==> src/rtl/vx_gpu_pkg.sv <==
// Shared GPU issue-path types: scoreboard instruction view of the ibuffer payload,
// register/warp geometry and payload field accessors.
package vx_gpu_pkg;

  localparam int ISSUE_WIS_W   = 2;
  localparam int ISSUE_WIS     = 1 << ISSUE_WIS_W;
  localparam int NR_BITS       = 6;
  localparam int NUM_SB_REGS   = 2 ** NR_BITS;
  localparam int PERF_CTR_BITS = 16;

  // Scoreboard-relevant fields occupy the low bits of the ibuffer payload.
  typedef struct packed {
    logic [ISSUE_WIS_W-1:0] wis;
    logic                   wb;
    logic [NR_BITS-1:0]     rd;
    logic [NR_BITS-1:0]     rs1;
    logic [NR_BITS-1:0]     rs2;
    logic [NR_BITS-1:0]     rs3;
  } sb_instr_t;

  localparam int SB_INSTR_W = $bits(sb_instr_t);
  localparam int IBUF_TAG_W = 16;
  localparam int IBUF_DATAW = IBUF_TAG_W + SB_INSTR_W;

  function automatic logic [ISSUE_WIS_W-1:0] sb_get_wis(input logic [SB_INSTR_W-1:0] raw);
    sb_instr_t instr;
    instr = sb_instr_t'(raw);
    return instr.wis;
  endfunction

  function automatic logic sb_get_wb(input logic [SB_INSTR_W-1:0] raw);
    sb_instr_t instr;
    instr = sb_instr_t'(raw);
    return instr.wb;
  endfunction

  function automatic logic [NR_BITS-1:0] sb_get_rd(input logic [SB_INSTR_W-1:0] raw);
    sb_instr_t instr;
    instr = sb_instr_t'(raw);
    return instr.rd;
  endfunction

  function automatic logic [NR_BITS-1:0] sb_get_rs1(input logic [SB_INSTR_W-1:0] raw);
    sb_instr_t instr;
    instr = sb_instr_t'(raw);
    return instr.rs1;
  endfunction

  function automatic logic [NR_BITS-1:0] sb_get_rs2(input logic [SB_INSTR_W-1:0] raw);
    sb_instr_t instr;
    instr = sb_instr_t'(raw);
    return instr.rs2;
  endfunction

  function automatic logic [NR_BITS-1:0] sb_get_rs3(input logic [SB_INSTR_W-1:0] raw);
    sb_instr_t instr;
    instr = sb_instr_t'(raw);
    return instr.rs3;
  endfunction

endpackage

==> src/rtl/vx_pipe_buffer.sv <==
// Single-entry pipeline register with valid/ready handshake and registered outputs;
// accepts a new entry in the same cycle the held one drains.
module vx_pipe_buffer #(
  parameter int DATAW = 8
) (
  input  logic             clk,
  input  logic             reset_n,
  input  logic             in_valid,
  output logic             in_ready,
  input  logic [DATAW-1:0] in_data,
  output logic             out_valid,
  input  logic             out_ready,
  output logic [DATAW-1:0] out_data
);

  logic             valid_q;
  logic [DATAW-1:0] data_q;

  assign in_ready  = !valid_q || out_ready;
  assign out_valid = valid_q;
  assign out_data  = data_q;

  always_ff @(posedge clk or negedge reset_n) begin
    if (!reset_n) begin
      valid_q <= 1'b0;
      data_q  <= '0;
    end else if (in_ready) begin
      valid_q <= in_valid;
      if (in_valid) begin
        data_q <= in_data;
      end
    end
  end

endmodule

==> src/rtl/vx_hazard_scoreboard.sv <==
// In-order RAW/WAW hazard scoreboard for one issue slice, with a one-entry output stage.
// Optional stall counter output perf_stalls is built when SCOREBOARD_PERF_EN is defined.
module vx_hazard_scoreboard
  import vx_gpu_pkg::*;
#(
  parameter int NUM_WIS  = ISSUE_WIS,
  parameter int NUM_REGS = NUM_SB_REGS,
  parameter int DATAW    = IBUF_DATAW
) (
  input  logic                   clk,
  input  logic                   reset_n,
  input  logic                   in_valid,
  output logic                   in_ready,
  input  logic [DATAW-1:0]       in_data,
  output logic                   out_valid,
  input  logic                   out_ready,
  output logic [DATAW-1:0]       out_data,
  input  logic                   wb_valid,
  input  logic                   wb_eop,
  input  logic [ISSUE_WIS_W-1:0] wb_wis,
  input  logic [NR_BITS-1:0]     wb_rd
`ifdef SCOREBOARD_PERF_EN
  ,
  output logic [PERF_CTR_BITS-1:0] perf_stalls
`endif
);

  logic [NUM_WIS-1:0][NUM_REGS-1:0] inuse;
  logic [NUM_REGS-1:0]              row;
  logic [ISSUE_WIS_W-1:0]           instr_wis;
  logic                             instr_wb;
  logic [NR_BITS-1:0]               instr_rd;
  logic [NR_BITS-1:0]               instr_rs1;
  logic [NR_BITS-1:0]               instr_rs2;
  logic [NR_BITS-1:0]               instr_rs3;
  logic                             hazard;
  logic                             buf_ready;
  logic                             in_fire;

  always_comb begin
    instr_wis = sb_get_wis(in_data[SB_INSTR_W-1:0]);
    instr_wb  = sb_get_wb(in_data[SB_INSTR_W-1:0]);
    instr_rd  = sb_get_rd(in_data[SB_INSTR_W-1:0]);
    instr_rs1 = sb_get_rs1(in_data[SB_INSTR_W-1:0]);
    instr_rs2 = sb_get_rs2(in_data[SB_INSTR_W-1:0]);
    instr_rs3 = sb_get_rs3(in_data[SB_INSTR_W-1:0]);
  end

  // Hazard reads only registered state, so a same-cycle release never bypasses.
  always_comb begin
    row    = inuse[instr_wis];
    hazard = in_valid && (row[instr_rs1] || row[instr_rs2] || row[instr_rs3]
                          || (instr_wb && row[instr_rd]));
  end

  assign in_ready = reset_n && !hazard && buf_ready;
  assign in_fire  = in_valid && in_ready;

  // The set is ordered after the clear so it wins when both hit the same bit.
  always_ff @(posedge clk or negedge reset_n) begin
    if (!reset_n) begin
      inuse <= '0;
    end else begin
      if (wb_valid && wb_eop) begin
        inuse[wb_wis][wb_rd] <= 1'b0;
      end
      if (in_fire && instr_wb && (instr_rd != '0)) begin
        inuse[instr_wis][instr_rd] <= 1'b1;
      end
    end
  end

  vx_pipe_buffer #(
    .DATAW(DATAW)
  ) out_buf (
    .clk      (clk),
    .reset_n  (reset_n),
    .in_valid (in_fire),
    .in_ready (buf_ready),
    .in_data  (in_data),
    .out_valid(out_valid),
    .out_ready(out_ready),
    .out_data (out_data)
  );

`ifdef SCOREBOARD_PERF_EN
  always_ff @(posedge clk or negedge reset_n) begin
    if (!reset_n) begin
      perf_stalls <= '0;
    end else if (hazard && (perf_stalls != '1)) begin
      perf_stalls <= perf_stalls + PERF_CTR_BITS'(1);
    end
  end
`endif

endmodule

==> config.mk <==
export PLATFORM = sky130hd
export DESIGN_NAME = vx_hazard_scoreboard
export DESIGN_NICKNAME = d
export VERILOG_FILES = /design/src/rtl/vx_gpu_pkg.sv /design/src/rtl/vx_pipe_buffer.sv /design/src/rtl/vx_hazard_scoreboard.sv
export SDC_FILE = /design/constraint.sdc
export NUM_CORES = 1
export LEC_CHECK = 0
export CORE_MARGIN = 2
export CORE_UTILIZATION = 55
export CTS_CLUSTER_DIAMETER = 50
export DETAILED_ROUTE_END_ITERATION = 7
export GPL_TIMING_DRIVEN = 0
export PLACE_DENSITY = 0.74
export SLEW_MARGIN = 20
export SYNTH_ARGS = -nofsm -noshare
export SYNTH_HDL_FRONTEND = slang
export SYNTH_SLANG_ARGS = --single-unit
==> constraint.sdc <==
create_clock -name clk -period 5.9 [get_ports clk]
set_clock_uncertainty 0.2 [all_clocks]
set_input_delay 1.18 -clock clk [delete_from_list [all_inputs] [get_ports clk]]
set_output_delay 1.18 -clock clk [all_outputs]
set_load 0.005 [all_outputs]
== Yosys cells after proc, flatten, opt, wreduce, memory -nomap -nowiden ==
Index checks and enable logic that the tools add are counted.
Operators by class
  reductions and logical operators: 20
  $lt $le $gt $ge: 11
  bitwise logic cells: 3
  mux-type cells: 20
Operator list (count)
  256-bit two-way mux: 2
  256-bit AND: 1
  64-bit demux with 2-bit select: 2
  256-bit inverter: 1
  256-bit bitwise OR: 1
  64-bit two-way mux: 3
  64-bit binary-select mux with 2-bit select: 1
  6-bit by 7-bit < comparator with 1-bit output (second input constant): 5
  1-bit binary-select mux with 6-bit select: 4
  1-bit demux with 6-bit select: 2
  6-bit by 1-bit greater-or-equal comparator with 1-bit output (second input constant): 2
  1-bit logical AND: 12
  2-bit by 3-bit < comparator with 1-bit output (second input constant): 2
  1-bit two-way mux: 6
  6-bit nonzero test: 1
  2-bit by 1-bit greater-or-equal comparator with 1-bit output (second input constant): 2
  1-bit logical OR: 4
  1-bit logical NOT: 2
  2-bit AND reduction: 1
Word-level totals
  logic and storage cells: 60
  input port bits: 57
  output and inout bits: 45
  flip-flop bits (word level): 300

== Depth between registers and ports, before layout ==
  depth after elaboration: 15
  mapped depth: 16
  gate-level depth less buffers: 9

== Hierarchy ==
A second synthesis with hierarchy kept.
Unflattened totals
  cells, all modules: 2256
  area, all modules: 22333.9 µm²
By module, submodules not included
  vx_hazard_scoreboard: instances 1, cells each 2162, area an instance 20522.2 µm², sequential area each 6406.1 µm²
  vx_pipe_buffer: instances 1, cells each 94, area an instance 1811.7 µm², sequential area each 1101.1 µm²

== Worst setup path after synthesis ==
Ideal clock, no wire load.
  path type: input port to output port
  from: in in_data[26]
  to: out in_ready
  stages on the path: 13
  data required time: 4.520 ns
  data arrival time: 3.783 ns
  path slack: 0.737 ns
  cells stage by stage: buf_2 > buf_2 > buf_2 > buf_2 > mux2i_1 > o22ai_1 > nor4_1 > nand2_1 > a22oi_1 > a41oi_1 > nor4_2 > nand3_1 > a21oi_1
Between the ends
  cells in the longest elaborated chain, start to end: 11
  elaborated cells between the ends (all ways): 18
RTL lines
  from (decl): line vx_hazard_scoreboard.sv:14  | input logic [DATAW-1:0] in_data,
  64-bit binary-select mux with 2-bit select *: line vx_hazard_scoreboard.sv:51  | row = inuse[instr_wis];
  64-bit two-way mux (not written as such) *: line vx_hazard_scoreboard.sv:51
  1-bit binary-select mux with 6-bit select: line vx_hazard_scoreboard.sv:52  | hazard = in_valid && (row[instr_rs1] || row[instr_rs2] || row[instr_rs3]
  1-bit two-way mux (not written as such): line vx_hazard_scoreboard.sv:52
  1-bit logical OR (2 in a row): line vx_hazard_scoreboard.sv:52
  1-bit logical OR *: line vx_hazard_scoreboard.sv:53  | || (instr_wb && row[instr_rd]));
  1-bit logical AND *: line vx_hazard_scoreboard.sv:52
  1-bit logical NOT *: line vx_hazard_scoreboard.sv:56  | assign in_ready = reset_n && !hazard && buf_ready;
  1-bit logical AND * (2 in a row): line vx_hazard_scoreboard.sv:56
  to (decl): line vx_hazard_scoreboard.sv:13  | output logic in_ready,
Every way passes the cells marked *; elsewhere a longest branch is shown, timed or not. The select of a mux whose other input is x is not followed.

== Worst setup path in the final report ==
Same ends and word-level chain as after synthesis.

==> key figures <==
Run status
  • Outcome: finished, violations left
  • Failing checks: DRC

Logic synthesis
  • FFs w/ async S/R, synth: 1.00
  • Syn Nets: 1,912
  • Post-synth EDFFs: 0
  • Most common cell in the netlist: dfrtp_1
  • Leading area contributor after synthesis: dfrtp_1
  • Primary FF master, synth: dfrtp_1
  • Yosys top cell area share: 0.354
  • Post-synth design cell area: about 0.021 mm²
  • Synthesized instance count: about 1,900
  • Synth cell count leaders: 300 x dfrtp_1, 258 x o21ai_0, 239 x o41ai_2
  • #FFs+latches synth: 300
  • Largest cells by area after synthesis: dfrtp_1 35%, o41ai_2 18%, mux4_2 10%
  • Sequential share of the synthesized area: 0.354
  • Synth warn: 0
  • Mean Syn Cell Area: 11.4 µm²
  • Synth cell types: 62

Global routing
  • First-pass GRT wire length: 141,000 µm
  • Total track usage: 0.482
  • Initial antenna violation count: 5
  • Global route overflow: 0
  • Pin count of the biggest net entering global routing: 100
  • Vias in the first global route: 20,192

Die
  • Die area: 0.0402 mm²
  • Row count: 71
  • Die height: around 200 µm
  • Die Wd: 200 µm
  • Core area: 0.0378 mm²
  • Top Ports: 102
  • Initial Utilization: 0.561

Worst setup path
  • Startpoint Class: input port
  • Required @ worst endpoint: roughly 4.5 ns
  • Worst Reg-to-Reg Cells: 10
  • CP arrival: around 4.3 ns
  • Most frequent CP cell: buf_8
  • CP Cell Sequence: buf_4, buf_8, buf_12, buf_8, mux2i_4, o22ai_1, nor4_1, nand2_1, a22oi_2, a41oi_1, nor4_2, nand3_1, a21oi_2, dlymetal6s2s_1
  • Slowest stage cell on the critical path: nor4_1
  • Crit path kind: in2out
  • RR Startpoint: inuse[166]
  • Critical Path Max Stage Delay: 0.36 ns
  • Worst R2R Setup Slack: 1.48 ns
  • Worst reg2reg path endpoint: inuse[224]
  • Setup crit end kind: primary output
  • Crit-path max FO: 10

Placement
  • Place WS: -1.31 ns
  • Detail Placement HPWL: 67,000 µm
  • IO buf count: 85
  • GPL Wtd Cong: approximately 1.1
  • Placed Cells incl. Taps: 2,471

Drt
  • WL per Instance: approximately 38 µm
  • Vias/cell: 8.08
  • Post-Route WL: 97,800 µm
  • Post-DRT Antenna Nets: 0
  • DRC: 1
  • Iter 0 DRT Violations: roughly 3,300
  • DR vias: 20,673
  • First-pass iteration count of the detailed router: 8

CTS
  • Clk pin slew, worst setup/hold paths: 0.06 ns
  • Root buf cell: clkbuf_16
  • CTS tree: yes
  • Cts hold-fix bufs: 0
  • Clk_lat worst skew: approximately 0.57 ns
  • # clock sinks: 300
  • Total CTS buffers: 39
  • H-tree Lvls: 2
  • Clock tree buffer depth: 3

STA
  • Tmin final: 5.68 ns
  • Unrepaired setup endpoints after global routing: false
  • Final setup vio count: 0
  • Fin crit share: 0.962
  • Final Hold Fails: 0
  • Worst slew margin: 0.103
  • Worst-margin pin slew: about 1.3 ns
  • Final worst slack: 0.224 ns
  • Hold slack: 0.287 ns
  • Final Max Tran Viols: 0
  • Peak Freq: 0.176 GHz

Cells and area
  • Fin util: 0.665
  • Nets: 2,066
  • Fill cells: 2,891
  • Ratio of cells with drive above 1 in the final layout: 0.324
  • Final cell count without fillers: 2,557
  • Syn-to-layout area delta: 18.6%

Power and ir drop
  • Pwr/cell area: 232 mW/mm²
  • Leak: 10.6 nW
  • Worst vdd ir: ~0.00026 V

Job
  • Max Cap Violations: 0

Worst hold path
  • Hold Path Sink: inuse[0]
  • HP Class: reg2reg
  • HP Start: inuse[0]
  • Hold path cells: 1
## timing repair
action / in CTS / in global routing
gates resized for setup: 179 / 36
endpoints found under the setup margin: 241 / 1
pin swaps: 5 / 11
cloned: 0 / 0
setup buffers: 8 / 6
## metal layers
| layer | GRT usage | vias to the layer above | routed length [µm] | share of wire |
|---|---|---|---|---|
| met3 | 0.213 | 593 | 16100 | 0.16 |
| li1 | - | 7757 | - | - |
| met1 | 0.599 | 10221 | 33600 | 0.34 |
| met2 | 0.672 | 2098 | 39800 | 0.41 |
| met4 | 0.334 | 4 | 8300 | 0.085 |
| met5 | 0 | - | 82 | 0.00084 |
## cells in the final DEF, fill, tap and decap left out, types with 7 or more instances in the layout
master | netlist | final
buf_12 | 0 | 16
nor3b_2 | 0 | 12
nor4_1 | 17 | 15
mux2_2 | 50 | 50
buf_6 | 27 | 30
mux4_2 | 98 | 98
o22ai_1 | 70 | 70
nand2_1 | 207 | 207
o21ai_0 | 258 | 258
nand3_1 | 14 | 14
o41ai_2 | 239 | 239
clkinv_2 | 0 | 8
and3b_1 | 7 | 7
nor2_1 | 22 | 20
buf_4 | 6 | 33
clkdlybuf4s50_1 | 0 | 78
a211oi_1 | 11 | 11
buf_8 | 0 | 14
buf_2 | 31 | 9
clkbuf_2 | 0 | 24
o211ai_1 | 8 | 8
diode_2 | 0 | 7
clkbuf_1 | 134 | 105
mux2i_4 | 0 | 12
o41ai_1 | 13 | 13
clkbuf_4 | 0 | 11
mux2i_1 | 188 | 158
clkbuf_16 | 0 | 41
and2_1 | 8 | 8
dfrtp_1 | 300 | 300
mux2i_2 | 0 | 18
nand4_1 | 7 | 7
## report_power, final
group	total [mW]	internal, mW	switching [mW]	leakage [nW]
combinational	1.23	0.499	0.727	5.90
sequential	2.26	2.18	0.0784	4.09
clock	2.35	1.36	0.990	0.613
## state kept, by name (all words and copies together) (netlist names)
name               cells
out_buf.out_data      43
out_buf.out_valid      1
inuse                256
## worst max path at each step
| stage | cells past startpoint | endpoint | from | slack (ns) |
|---|---|---|---|---|
| final | 14 | in_ready | in_data[26] | 0.22 |
| after global routing | 15 | in_ready | in_data[26] | 0.19 |
| after CTS | 13 | in_ready | in_data[26] | 0.004 |
| after detailed placement | 11 | in_ready | in_data[13] | -1.31 |
| after global placement | 1 | inuse[180] | reset_n | -9.48 |
| after floorplan | 13 | in_ready | in_data[26] | 0.74 |
## area by class of cell
type	count	area (µm²)	share of cell area
tap	511	639	0.0254
inverter	9	36.3	0.00144
sequential	300	7510	0.298
timing repair buffer	121	1270	0.0503
antenna	7	17.5	0.000696
clock inverter	18	161	0.00641
buffer	205	1460	0.0578
multi-input combinational	1333	13000	0.516
clock buffer	53	1090	0.0433
## logic make-up (layout without fill, tap and decap cells)
kind of cell | after synthesis | after routing | synth area share
compound gates | 651 | 651 | 0.296
buf+inv | 222 | 406 | 0.0517
flops | 300 | 300 | 0.354
mux | 336 | 336 | 0.219
other cells | 0 | 7 | 0
simple gates | 346 | 346 | 0.0792
## stage by stage
stage          instance area, µm²  setup TNS [ns]  total power, mW
2_1_floorplan               21200               0             2.82
3_3_place_gp                22700        -5334.06             3.37
3_5_place_dp                23000         -178.02             3.41
4_1_cts                     24900               0             5.77
5_1_grt                     25200               0             5.95
6_report                    25200               0             5.84
## critical path, delay by kind of cell
kind	cells	cell delay, ns
buffers and inverters	5	1.03
and+or+nand+nor	4	1.00
muxes	1	0.29
AOI/OAI and AO/OA	4	0.77
(Power assumes the default switching activity.)
